===== src/rtl/localbus_master.sv =====
// UM localbus initiator: turns single read/write commands into the
// ALE/CS/ACK handshake and reports data, error status and counters.
module localbus_master #(
    parameter int          TIMEOUT  = 256,
    parameter logic [31:0] ERR_DATA = 32'hDEAD_BEEF
) (
    input  logic        clk,
    input  logic        reset,
    input  logic        cmd_valid,
    output logic        cmd_ready,
    input  logic        cmd_rd,
    input  logic [31:0] cmd_addr,
    input  logic [31:0] cmd_wdata,
    output logic        rsp_valid,
    output logic [31:0] rsp_rdata,
    output logic        rsp_err,
    output logic        localbus_cs_n,
    output logic        localbus_rd_wr,
    output logic [31:0] localbus_data,
    output logic        localbus_ale,
    input  logic        localbus_ack_n,
    input  logic [31:0] localbus_data_out,
    output logic [15:0] txn_count,
    output logic [7:0]  err_count
);

    typedef enum logic [2:0] {
        IDLE,
        ADDR,
        DATA,
        REL,
        WAITHI
    } state_t;

    state_t      state;
    state_t      state_n;
    logic [15:0] cnt;
    logic [15:0] cnt_n;
    logic        rd_q;
    logic [31:0] wdata_q;
    logic        accept;
    logic        to_rel;
    logic        timed_out;
    logic        cnt_last;
    logic [31:0] data_n;

    assign cnt_last = (cnt == 16'(TIMEOUT - 1));
    assign accept   = (state == IDLE) && cmd_valid && cmd_ready;

    always_comb begin
        state_n   = state;
        cnt_n     = cnt;
        to_rel    = 1'b0;
        timed_out = 1'b0;
        unique case (state)
            IDLE: begin
                if (accept) begin
                    state_n = ADDR;
                    cnt_n   = '0;
                end
            end
            ADDR: state_n = DATA;
            DATA: begin
                if (!localbus_ack_n) begin
                    state_n = REL;
                    to_rel  = 1'b1;
                end else if (cnt_last) begin
                    state_n   = REL;
                    to_rel    = 1'b1;
                    timed_out = 1'b1;
                end else begin
                    cnt_n = cnt + 16'd1;
                end
            end
            REL: begin
                state_n = WAITHI;
                cnt_n   = '0;
            end
            WAITHI: begin
                // a slave stuck on ack must not hang the host forever
                if (localbus_ack_n || cnt_last) begin
                    state_n = IDLE;
                end else begin
                    cnt_n = cnt + 16'd1;
                end
            end
            default: state_n = IDLE;
        endcase
    end

    // Outputs are registered from the next state so they line up with it.
    always_comb begin
        data_n = '0;
        if (state_n == ADDR) begin
            data_n = cmd_addr;
        end else if (state_n == DATA && !rd_q) begin
            data_n = wdata_q;
        end
    end

    always_ff @(posedge clk or negedge reset) begin
        if (!reset) begin
            state          <= IDLE;
            cnt            <= '0;
            rd_q           <= 1'b1;
            wdata_q        <= '0;
            cmd_ready      <= 1'b0;
            rsp_valid      <= 1'b0;
            rsp_rdata      <= '0;
            rsp_err        <= 1'b0;
            localbus_cs_n  <= 1'b1;
            localbus_ale   <= 1'b0;
            localbus_rd_wr <= 1'b1;
            localbus_data  <= '0;
            txn_count      <= '0;
            err_count      <= '0;
        end else begin
            state          <= state_n;
            cnt            <= cnt_n;
            cmd_ready      <= (state_n == IDLE);
            localbus_ale   <= (state_n == ADDR);
            localbus_cs_n  <= (state_n != DATA);
            localbus_rd_wr <= (state_n == DATA) ? rd_q : 1'b1;
            localbus_data  <= data_n;
            rsp_valid      <= to_rel;
            rsp_err        <= timed_out;
            if (accept) begin
                rd_q    <= cmd_rd;
                wdata_q <= cmd_wdata;
            end
            if (to_rel) begin
                if (!rd_q) begin
                    rsp_rdata <= '0;
                end else if (timed_out) begin
                    rsp_rdata <= ERR_DATA;
                end else begin
                    rsp_rdata <= localbus_data_out;
                end
                txn_count <= txn_count + 16'd1;
                if (timed_out && err_count != 8'hFF) begin
                    err_count <= err_count + 8'd1;
                end
            end
        end
    end

endmodule


===== config.mk =====
export PLATFORM = sky130hd
export DESIGN_NAME = localbus_master
export DESIGN_NICKNAME = d
export VERILOG_FILES = /design/src/rtl/localbus_master.sv
export SDC_FILE = /design/constraint.sdc
export NUM_CORES = 1
export LEC_CHECK = 0
export ABC_AREA = 1
export ABC_CLOCK_PERIOD_IN_PS = 2100
export BUFFER_PORTS_ARGS = -buffer_cell sky130_fd_sc_hd__clkbuf_2
export CORE_MARGIN = 5
export CORE_UTILIZATION = 52
export CTS_CLUSTER_DIAMETER = 80
export DETAILED_ROUTE_END_ITERATION = 8
export HOLD_SLACK_MARGIN = 0.15
export PLACE_DENSITY_LB_ADDON = 0.08
export SLEW_MARGIN = 20
export SYNTH_ARGS = -nofsm -noshare
export SYNTH_HDL_FRONTEND = slang
export SYNTH_SLANG_ARGS = --single-unit

===== constraint.sdc =====
create_clock -name clk -period 2.1 [get_ports clk]
set_input_delay 0.42 -clock clk [delete_from_list [all_inputs] [get_ports clk]]
set_output_delay 0.42 -clock clk [all_outputs]
set_load 0.01 [all_outputs]

[After elaboration in Yosys (flattened, before gate mapping)]
Index checks and enable logic that the tools add are counted.
Storage, ports and cells
  logic and storage cells: 61
  input bits: 101
  output and inout bits: 94
  bits in registers: 146
Operators by class
  multiplexer cells: 20
  add/subtract/negate cells: 3
  eq/ne operators: 13
  reduce and logical (&&, ||, !) cells: 11
Operators by type and width (number)
  32-bit 2-to-1 mux: 4
  16-bit 2-to-1 mux: 4
  16-bit case mux with 4 select lines: 1
  16-bit by 1-bit adder with 16-bit output, second input constant: 2
  16-bit by 8-bit == test with 1-bit output, second input constant: 1
  3-bit case mux with 5 select lines: 1
  3-bit 2-to-1 mux: 4
  3-bit by 2-bit == test with 1-bit output, second input constant: 3
  8-bit by 1-bit adder with 8-bit output, second input constant: 1
  2-bit != test, second input constant: 4
  8-bit != test, second input constant: 1
  3-bit by 1-bit == test with 1-bit output, second input constant: 2
  3-bit zero test: 2
  1-bit 2-to-1 mux: 6
  5-bit AND reduction: 1
  1-bit logical AND: 4
  4-bit nonzero test: 1
  3-bit == test, second input constant: 1
  3-bit by 2-bit != test with 1-bit output, second input constant: 1
  2-bit AND reduction: 1
  1-bit zero test: 1
  1-bit logical OR: 1

[Depth between registers and ports, before layout]
Gate-level depths: netlist of run 1.
  depth after elaboration: 9
  mapped depth: 12
  gate-level depth less buffers: 11

[Worst setup path before layout of run 1]
Ideal clock, no wire load.
  path kind: register to register
  from: reg cnt[0]
  to: reg rsp_rdata[10]
  stages on the path, launching flop included: 11
  setup time: 0.066 ns
  required time: 2.034 ns
  arrival time: 1.559 ns
  path slack: 0.475 ns
  cells stage by stage: dfrtp_1 ha_1 nand3_2 nor2_2 nand2_2 nand2_1 nand2_1 buf_6 clkbuf_1 nand2_1 nand2_1
On the way
  word-level cells in the longest chain between the ends: 6
  elaborated cells on any way between the ends: 8
  those cells by class: 1 x eq/ne; 7 x mux
Ends and longest elaborated chain
  from (decl): line 37  | logic [15:0] cnt;
  from (signal assigned): line 119  | cnt <= cnt_n;
  16-bit by 8-bit == test with 1-bit output (*): line 47  | assign cnt_last = (cnt == 16'(TIMEOUT - 1));
  1-bit 2-to-1 mux (*): line 67  | end else if (cnt_last) begin
  1-bit 2-to-1 mux: line 64  | if (!localbus_ack_n) begin
  1-bit 2-to-1 mux: line 55  | unique case (state)
  32-bit 2-to-1 mux: line 134  | end else if (timed_out) begin
  32-bit 2-to-1 mux: line 132  | if (!rd_q) begin
  to (signal assigned): line 137  | rsp_rdata <= localbus_data_out;
  to (decl): line 15  | output logic [31:0] rsp_rdata,
Every way passes the cells marked *; elsewhere a longest branch is shown, timed or not.
A chain may end at the register's enable or synchronous reset.

[Final worst setup path of run 1]
  from: reg cnt[0]
  to: reg rsp_rdata[1]
Same word-level chain as after synthesis.

==> impl_metrics.json, run 1 <==
{
  "path_class": "reg -> reg",
  "crit_path_top_delay_cell": "dfrtp_2",
  "syn_inst": 755,
  "hold_viol": 0,
  "cp_slowest_stage_delay_ns": 0.41,
  "fin_crit_sh_pct": 92.1,
  "setup_violations": 0,
  "end_kind": "register",
  "ys_seq_area_share_pct": 55.9,
  "power_frac_comb_pct": 32.5,
  "grt_pass1_vias": 5726,
  "dieArea_mm2": 0.0149,
  "drc": 0,
  "hp-class": "in -> reg",
  "track_usage_pct": 22.8,
  "ant_nets": 0,
  "netlist_area_mm2": 0.00655,
  "drtIter0Drc": 359,
  "cts.sinks": 146,
  "p_leak_nw": 4.64,
  "final_net_count": 1061,
  "fill_cells": 1056,
  "outcome": "finished, final reports clean",
  "grt_max_degree": 55,
  "tightestPinTransition_ns": 0.582,
  "cp-start-kind": "register",
  "fin_cells": 1142,
  "synth_compound_area_share_pct": 7.23,
  "htreeDepth": 4,
  "finalWeightedCongestion": 0.884,
  "dpl.hpwl_um": 11600,
  "post-route-util_pct": 66.6,
  "core_area_mm2": 0.0125,
  "crit_buf_inv": 1,
  "maxCapViolations": 0,
  "most-common-layout-cells": "nand2_1 (271), clkbuf_2 (193), dfrtp_1 (142)",
  "synth_top_family_by_area": "simple AND/OR/NAND/NOR gates",
  "crit_path_cell_trace": "ha_2 -> nand3_2 -> nor2_2 -> nand2_2 -> nand2_1 -> nand2_2 -> buf_4 -> nor2_8 -> o21ai_0 -> nand2_1",
  "dr_total_vias": 5616,
  "crit_fanout": 32,
  "internal-power_mw": 6.79,
  "yosysWarnings": 0,
  "power_switching_mw": 3.75,
  "grt_pass1_wl_um": 26600,
  "io_buffers": 194,
  "period_minus_slack_ns": 1.93,
  "p_per_area_mw_per_mm2": 1270,
  "arrival_ns": 2.29,
  "drv_slew": 0,
  "die_w_um": 122,
  "peakVddDrop_v": 0.000589,
  "antenna_found_initial": 0,
  "placed_cell_area_mm2": 0.00767,
  "synthesis.nets": 859,
  "firstDrtPassIters": 6,
  "ys_ff_latch": 146,
  "critPathTopFamily": "simple AND/OR/NAND/NOR gates",
  "cts_max_path_buffers": 2,
  "start_util_pct": 52.5,
  "swShare_pct": 35.6,
  "pin_count": 195,
  "dp.cells": 1107,
  "routedWlPerCell_um": 14.5,
  "routed_via_density": 4.92,
  "numCtsBuffers": 17,
  "dieHeight_um": 122,
  "grt-ovfl-total": 0,
  "fin_worst_skew_ns": 0.00595,
  "required_ns": 2.46,
  "synthMuxAreaShare_pct": 0,
  "synth_simple_gate_area_share_pct": 25.7,
  "synthToLayoutAreaGrowth_pct": 26.9,
  "pre_cts_slack_ns": -0.0291,
  "rsz0062_at_grt": "false",
  "layout_commonest_cell": "nand2_1",
  "slew_headroom_pct": 61.1,
  "cts.clk_slew.worst_paths_ns": 0.06,
  "syn-mean-instance-area_um2": 8.67,
  "ys_types": 33,
  "cts_tree": "built",
  "synth-xor-area-share_pct": 3.48,
  "fin_area_mm2": 0.00831,
  "fmax_ghz": 0.517,
  "worstSkewPairLatency_ns": 0.42,
  "wl_um": 16600,
  "regArea_mm2": 0.00366,
  "num_antenna_cells": 0,
  "whs_ns": 0.193,
  "multi_input_area_mm2": 0.00246,
  "layout_setup_ws_ns": 0.166,
  "p_clk_share_pct": 27.5,
  "rows": 41,
  "seqPwrFrac_pct": 40.0,
  "root_buffer": "clkbuf_16",
  "synthAdderAreaFrac_pct": 0.574,
  "drive_gt1_share_pct": 27.1
}
## metal layers
| layer | vias up | GRT usage (%) | wire length, µm |
|---|---|---|---|
| met5 | - | 0 | 0 |
| met3 | 27 | 6.04 | 1020 |
| met2 | 167 | 37.7 | 8170 |
| met1 | 2668 | 28.9 | 7040 |
| met4 | 0 | 8.82 | 328 |
| li1 | 2754 | - | - |
## flip-flops by register name, indices dropped and copies added (netlist names), 3 cells and up
register and count:
state 3, txn_count 16, localbus_data 32, err_count 8, rsp_rdata 32, wdata_q 32
cnt 16
## synth_stat cells
cell	n	area [µm²]
nor2_1	67	251
o21ai_0	19	95.1
buf_4	5	37.5
buf_2	10	50.1
nand4_1	8	50.1
xnor2_1	9	78.8
nand2_1	272	1020
o21ai_1	22	110
nor3b_1	1	7.51
dfstp_2	3	78.8
o21bai_1	32	240
nor2_2	2	12.5
nand3_2	1	10.0
nand2_2	2	12.5
buf_6	9	101
inv_2	4	15.0
or2_2	4	25.0
nand3_1	29	145
nor3_2	1	10.0
o22ai_1	1	6.26
inv_1	64	240
nand3b_1	6	45.0
a31oi_1	1	6.26
nor2_8	1	20.0
clkinv_1	1	3.75
dfrtp_1	143	3580
a21oi_1	3	15.0
nor3_1	8	40.0
ha_1	3	37.5
nor2_4	1	11.3
clkbuf_1	5	18.8
xor2_1	17	149
nand4_4	1	21.3
## layout make-up
type	count	area share (%)
timing repair buffer	211	13.8
tap	172	2.59
clock inverter	4	0.542
sequential	146	44.0
clock buffer	28	6.34
multi-input combinational	512	29.6
inverter	69	3.12
## power groups by stage
stage          combinational, mW  sequential [mW]  clock (mW)
2_1_floorplan               1.81             4.46           0
5_1_grt                     3.78             4.30        3.08
3_5_place_dp                3.28             4.24           0
4_1_cts                     3.38             4.21        2.93
3_3_place_gp                3.20             4.23           0
6_report                    3.42             4.21        2.90
## cell families after synthesis
logic type / after synthesis
simple gates: 404
compound gates: 78
flops: 146
fa+ha+maj: 3
buf+inv: 98
xor+xnor: 26
## path summary, 6_finish.rpt
kind,from,endpoint,slack [ns],cells past startpoint
setup / recovery,cnt[0]$_DFFE_PN0P_,rsp_rdata[1]$_DFFE_PN0P_,0.17,10
hold / removal,cmd_wdata[6],wdata_q[6]$_DFFE_PN0P_,0.19,3
setup reg to reg,cnt[0]$_DFFE_PN0P_,rsp_rdata[1]$_DFFE_PN0P_,0.17,10
hold reg to reg,wdata_q[10]$_DFFE_PN0P_,wdata_q[10]$_DFFE_PN0P_,0.47,2
max in group asynchronous,reset,rsp_err$_DFF_PN0_,0.89,3
min in group asynchronous,reset,cnt[11]$_DFFE_PN0P_,0.54,2
## stage by stage
stage,power [mW],TNS [ns]
6_report,10.5,0
4_1_cts,10.5,0
3_3_place_gp,7.42,0
3_5_place_dp,7.52,-0.198
2_1_floorplan,6.27,0
5_1_grt,11.2,0
## tightest hold or removal path, delay by kind of cell
kind / cells / cell delay [ns]
buf+inv: 1 / 0.07
simple gates: 2 / 0.08
## timing repair
action / 4_1_cts / 5_1_grt
resized for setup: 1 / 3
hold buffers: 1 / 0
cloned: 1 / 0
buffers inserted: 0 / 1
endpoints found under the setup margin: 32 / 50
hold endpoints to repair: 47 / 0
Power figures use the tool's default switching activity.
==> run 2: changes to the inputs <==
==> constraint.sdc (replaced) <==
create_clock -name clk -period 2.1 [get_ports clk]
set_input_delay 0.105 -clock clk [delete_from_list [all_inputs] [get_ports clk]]
set_output_delay 0.105 -clock clk [all_outputs]
set_load 0.01 [all_outputs]
==> run 2 against run 1 <==
Net effect:
- maximum frequency shrank 0.99%
- cell count grew 8.4%
- sequential cell count unchanged
- die area unchanged
- register-to-register slack got worse by 0.02 ns
- power up 4.7%
- sequential power hardly changed
- clock-buffer cell count fell by 5
- first-iteration DRC count is 12% higher
- critical path type unchanged
==> impl_metrics.json, run 2 (synthesized netlist as in run 1, its figures left out) <==
{
  "outcome": "finished, final reports clean",
  "root_buffer": "clkbuf_16",
  "cts_max_path_buffers": 2,
  "num_antenna_cells": 0,
  "worstSkewPairLatency_ns": 0.42,
  "fin_worst_skew_ns": 0.0108,
  "grt-ovfl-total": 0,
  "io_buffers": 194,
  "final_net_count": 1157,
  "power_frac_comb_pct": 33.5,
  "track_usage_pct": 26.2,
  "core_area_mm2": 0.0125,
  "cts_tree": "built",
  "pin_count": 195,
  "finalWeightedCongestion": 0.895,
  "crit_fanout": 18,
  "most-common-layout-cells": "nand2_1 (271), clkbuf_2 (193), dfrtp_1 (142)",
  "dieHeight_um": 122,
  "die_w_um": 122,
  "grt_max_degree": 76,
  "placed_cell_area_mm2": 0.00766,
  "numCtsBuffers": 17,
  "maxCapViolations": 0,
  "power_switching_mw": 3.92,
  "start_util_pct": 52.5,
  "antenna_found_initial": 0,
  "wl_um": 18800,
  "swShare_pct": 35.5,
  "setup_violations": 0,
  "dpl.hpwl_um": 11300,
  "tightestPinTransition_ns": 0.659,
  "multi_input_area_mm2": 0.00246,
  "drc": 0,
  "p_leak_nw": 5.06,
  "synthToLayoutAreaGrowth_pct": 42.5,
  "routedWlPerCell_um": 15.2,
  "grt_pass1_vias": 6232,
  "dieArea_mm2": 0.0149,
  "drv_slew": 0,
  "post-route-util_pct": 74.8,
  "grt_pass1_wl_um": 30400,
  "cp-start-kind": "register",
  "layout_commonest_cell": "nand2_1",
  "p_per_area_mw_per_mm2": 1180,
  "cts.sinks": 146,
  "slew_headroom_pct": 56.1,
  "arrival_ns": 2.26,
  "fin_area_mm2": 0.00933,
  "required_ns": 2.40,
  "hp-class": "in -> reg",
  "htreeDepth": 4,
  "regArea_mm2": 0.00366,
  "dr_total_vias": 6227,
  "end_kind": "register",
  "reg_top3": "localbus_data x32, rsp_rdata x32, wdata_q x32",
  "ant_nets": 0,
  "hold_viol": 0,
  "internal-power_mw": 7.11,
  "path_class": "reg -> reg",
  "drive_gt1_share_pct": 24.9,
  "fin_crit_sh_pct": 93.0,
  "cts.clk_slew.worst_paths_ns": 0.05,
  "seqPwrFrac_pct": 38.4,
  "period_minus_slack_ns": 1.95,
  "reg2reg_slack_ns": 0.15,
  "firstDrtPassIters": 7,
  "peakVddDrop_v": 0.000865,
  "rows": 41,
  "fmax_ghz": 0.512,
  "fill_cells": 891,
  "p_clk_share_pct": 28.2,
  "routed_via_density": 5.03,
  "drtIter0Drc": 402
}
==> run 2: cell count changes in the layout (fill, tap and decap cells not counted), sizes merged <==
cell,previous run,this run
dlygate4sd3,1,99
inv,68,67
clkinv,4,7
clkinvlp,0,1
clkbuf,221,216
bufinv,1,3
buf,17,15
==> run 2: cell type report <==
class	count	area share (%)
Tap cell	172	2.31
Clock buffer	23	5.23
Clock inverter	9	1.37
Timing Repair Buffer	307	22.7
Inverter	69	2.82
Multi-Input combinational cell	512	26.4
Sequential cell	146	39.2
==> run 2: routing by layer <==
metal,part of all wire (%),up-vias,routed length [µm],GRT usage [%]
li1,-,2952,-,-
met1,40,2954,7500,32.4
met2,50,262,9420,43.1
met3,6.7,59,1260,6.69
met4,3.3,0,615,12.4
met5,0,-,0,0
==> run 2: critical path, stage by stage (launching register included) <==
cell and delay (ns):
dfrtp_1 0.41, ha_2 0.23, nand3_2 0.12, nor2_2 0.14
nand2_2 0.08, nand2_1 0.11, nand2_4 0.13, buf_12 0.19
inv_2 0.18, nand2_1 0.10, xor2_1 0.14
==> run 2: path summary, 6_finish.rpt <==
check,cells after the start,from,to
worst max-delay path,10,cnt[1]$_DFFE_PN0P_,txn_count[5]$_DFFE_PN0P_
worst min-delay path,5,cmd_valid,localbus_cs_n$_DFF_PN1_
worst max register to register,10,cnt[1]$_DFFE_PN0P_,txn_count[5]$_DFFE_PN0P_
worst min register to register,2,wdata_q[26]$_DFFE_PN0P_,wdata_q[26]$_DFFE_PN0P_
max in group asynchronous,3,reset,rd_q$_DFFE_PN1P_
min in group asynchronous,3,reset,cnt[4]$_DFFE_PN0P_
==> run 2: metrics by stage <==
stage	hold slack (ns)	power, mW	std cells	TNS [ns]	worst slack [ns]
after floorplan	-0.191	6.27	755	0	0.475
after global placement	0.144	7.42	1103	0	0.0699
after detailed placement	0.142	7.53	1103	-0.424	-0.0535
after CTS	0.227	10.9	1235	0	0.0210
after global routing	0.287	11.6	1238	-0.0160	-0.0160
final	0.251	11.0	1238	0	0.147
==> run 2: what timing repair did <==
item | CTS | global route
gates cloned | 1 | 0
setup buffers | 0 | 3
gates resized for setup | 1 | 6
endpoints found under the setup margin | 32 | 64
hold buffers | 99 | 0
pin swaps | 1 | 0
endpoints found under the hold margin | 244 | 0
==> run 2: power by group through the flow <==
stage	Clock, mW	Sequential (mW)	Combinational (mW)
finish	3.11	4.23	3.69
detailed placement	0	4.24	3.29
CTS	3.16	4.22	3.52
floorplan	0	4.46	1.81
global placement	0	4.23	3.19
global route	3.26	4.32	4.04
==> run 3: changes to the inputs <==
--- a/config.mk
+++ b/config.mk
@@ -9,6 +9,6 @@
 export ABC_CLOCK_PERIOD_IN_PS = 2100
 export BUFFER_PORTS_ARGS = -buffer_cell sky130_fd_sc_hd__clkbuf_2
-export CORE_MARGIN = 5
-export CORE_UTILIZATION = 52
+export CORE_MARGIN = 2
+export CORE_UTILIZATION = 40
 export CTS_CLUSTER_DIAMETER = 80
 export DETAILED_ROUTE_END_ITERATION = 8
==> constraint.sdc (replaced) <==
create_clock -name clk -period 2.1 [get_ports clk]
set_input_delay 0.105 -clock clk [delete_from_list [all_inputs] [get_ports clk]]
set_output_delay 0.105 -clock clk [all_outputs]
set_load 0.1 [all_outputs]
==> run 3 against run 2 <==
Net effect:
- cell area rose by 1.6%
- power grew 37%
- via count decreased by 5.6%
- die area up 17%
- critical path depth shrank 2
- cell count is 4.0% higher
- highest routed layer unchanged
- first-iteration DRC count down 3.7%
- combinational power up 110%
- sequential power fell by 0.9%
- routed wire length shrank 8.2%
==> impl_metrics.json, run 3 (synthesized netlist as in run 1, its figures left out) <==
{
  "arrival_ns": 2.26,
  "regArea_mm2": 0.00366,
  "multi_input_area_mm2": 0.00246,
  "numCtsBuffers": 17,
  "synthToLayoutAreaGrowth_pct": 44.9,
  "rows": 46,
  "num_antenna_cells": 0,
  "period_minus_slack_ns": 1.94,
  "drtIter0Drc": 387,
  "fill_cells": 1453,
  "swShare_pct": 52.9,
  "drive_gt1_share_pct": 25.5,
  "dieHeight_um": 132,
  "path_class": "reg -> reg",
  "outcome": "finished, final reports clean",
  "p_per_area_mw_per_mm2": 1600,
  "antenna_found_initial": 0,
  "fmax_ghz": 0.516,
  "peakVddDrop_v": 0.000880,
  "hold_viol": 0,
  "seqPwrFrac_pct": 27.7,
  "pin_count": 195,
  "required_ns": 2.42,
  "ant_nets": 0,
  "finalWeightedCongestion": 0.842,
  "tightestPinTransition_ns": 0.581,
  "p_clk_share_pct": 21.4,
  "p_leak_nw": 5.10,
  "wl_um": 17300,
  "total_power_mw": 15.1,
  "dr_total_vias": 5880,
  "routedWlPerCell_um": 13.4,
  "cts_max_path_buffers": 2,
  "start_util_pct": 41.1,
  "hp-class": "in -> async",
  "end_kind": "register",
  "most-common-layout-cells": "nand2_1 (271), clkbuf_2 (193), dfrtp_1 (139)",
  "grt-ovfl-total": 0,
  "dpl.hpwl_um": 11500,
  "reg_top3": "localbus_data x32, rsp_rdata x32, wdata_q x32",
  "htreeDepth": 4,
  "cp-start-kind": "register",
  "routed_via_density": 4.57,
  "grt_pass1_wl_um": 29200,
  "io_buffers": 194,
  "grt_max_degree": 46,
  "worstSkewPairLatency_ns": 0.42,
  "grt_pass1_vias": 5968,
  "drc": 0,
  "cts_tree": "built",
  "maxCapViolations": 0,
  "slew_headroom_pct": 61.5,
  "cts.sinks": 146,
  "cts.clk_slew.worst_paths_ns": 0.06,
  "drv_slew": 0,
  "dieArea_mm2": 0.0174,
  "crit_fanout": 33,
  "setup_total_negative_slack_ns": 0,
  "power_frac_comb_pct": 50.9,
  "fin_worst_skew_ns": 0.0103,
  "firstDrtPassIters": 7,
  "power_switching_mw": 8.01,
  "die_w_um": 132,
  "setup_violations": 0,
  "final_net_count": 1163,
  "track_usage_pct": 20.7,
  "fin_crit_sh_pct": 92.2,
  "core_area_mm2": 0.0159,
  "root_buffer": "clkbuf_16",
  "layout_commonest_cell": "nand2_1",
  "rsz0062_at_grt": "true",
  "internal-power_mw": 7.13
}
-- run 3: worst paths after layout --
kind / startpoint / end / slack, ns / cells past startpoint
worst max register to register: cnt[1]$_DFFE_PN0P_ / localbus_data[28]$_DFF_PN0_ / 0.16 / 8
min in group clk: cmd_valid / cnt[10]$_DFFE_PN0P_ / 0.31 / 5
worst min register to register: wdata_q[24]$_DFFE_PN0P_ / wdata_q[24]$_DFFE_PN0P_ / 0.47 / 2
worst min-delay path: reset / cnt[6]$_DFFE_PN0P_ / 0.19 / 2
max in group asynchronous: reset / localbus_cs_n$_DFF_PN1_ / 1.28 / 3
worst max-delay path: cnt[1]$_DFFE_PN0P_ / localbus_data[28]$_DFF_PN0_ / 0.16 / 8
-- run 3: power by group through the flow --
| stage | clock network, mW | registers (mW) | logic, mW |
|---|---|---|---|
| final | 3.24 | 4.19 | 7.71 |
| after global routing | 3.42 | 4.30 | 8.16 |
| after CTS | 3.30 | 4.19 | 7.67 |
| after detailed placement | 0 | 4.22 | 7.52 |
| after global placement | 0 | 4.22 | 7.50 |
| after floorplan | 0 | 8.56 | 1.81 |
-- run 3: final cells by class --
cell class              instances  area share (%)
well taps                     216            2.85
inverters                      69            2.76
clock inverters                11            1.87
flip-flops and latches        146            38.6
clock buffers                  21            4.86
repair buffers                312            23.1
multi-input cells             513            26.0
-- run 3: worst max-delay path, cell delays in order (launching register included) --
cell and delay, ns:
dfrtp_1 0.41, ha_2 0.21, nand3_2 0.11, nor2_2 0.05, nand2_2 0.08, nand2_1 0.09
nand2_4 0.11, nand4_4 0.43, o21bai_1 0.33
-- run 3: repair_timing --
item,in CTS,in global routing
endpoints found under the hold margin,245,0
endpoints found under the setup margin,0,80
buffers inserted,0,1
resized for setup,0,5
hold buffers,99,0
-- run 3: metal layers --
metal  vias up  share of wire (%)  routed length (µm)  global-route usage (%)
met1      2725                 44                7680                    26.3
met2       149                 48                8290                    33.0
met3        40                4.4                 753                    5.04
li1       2966                  -                   -                       -
met5         -                  0                   0                       0
met4         0                3.1                 539                    10.3
-- run 3: through the flow --
step / util, % / worst slack [ns] / cell area [µm²] / cells / hold slack [ns]
3_5_place_dp: 48.9 / 0.0313 / 7790 / 1154 / 0.0762
3_3_place_gp: 48.9 / 0.106 / 7790 / 1154 / 0.0837
6_report: 59.5 / 0.164 / 9480 / 1288 / 0.186
2_1_floorplan: - / -0.0205 / 6550 / 755 / -0.191
5_1_grt: 59.5 / -0.00758 / 9480 / 1288 / 0.216
4_1_cts: 59.1 / 0.0160 / 9420 / 1285 / 0.205
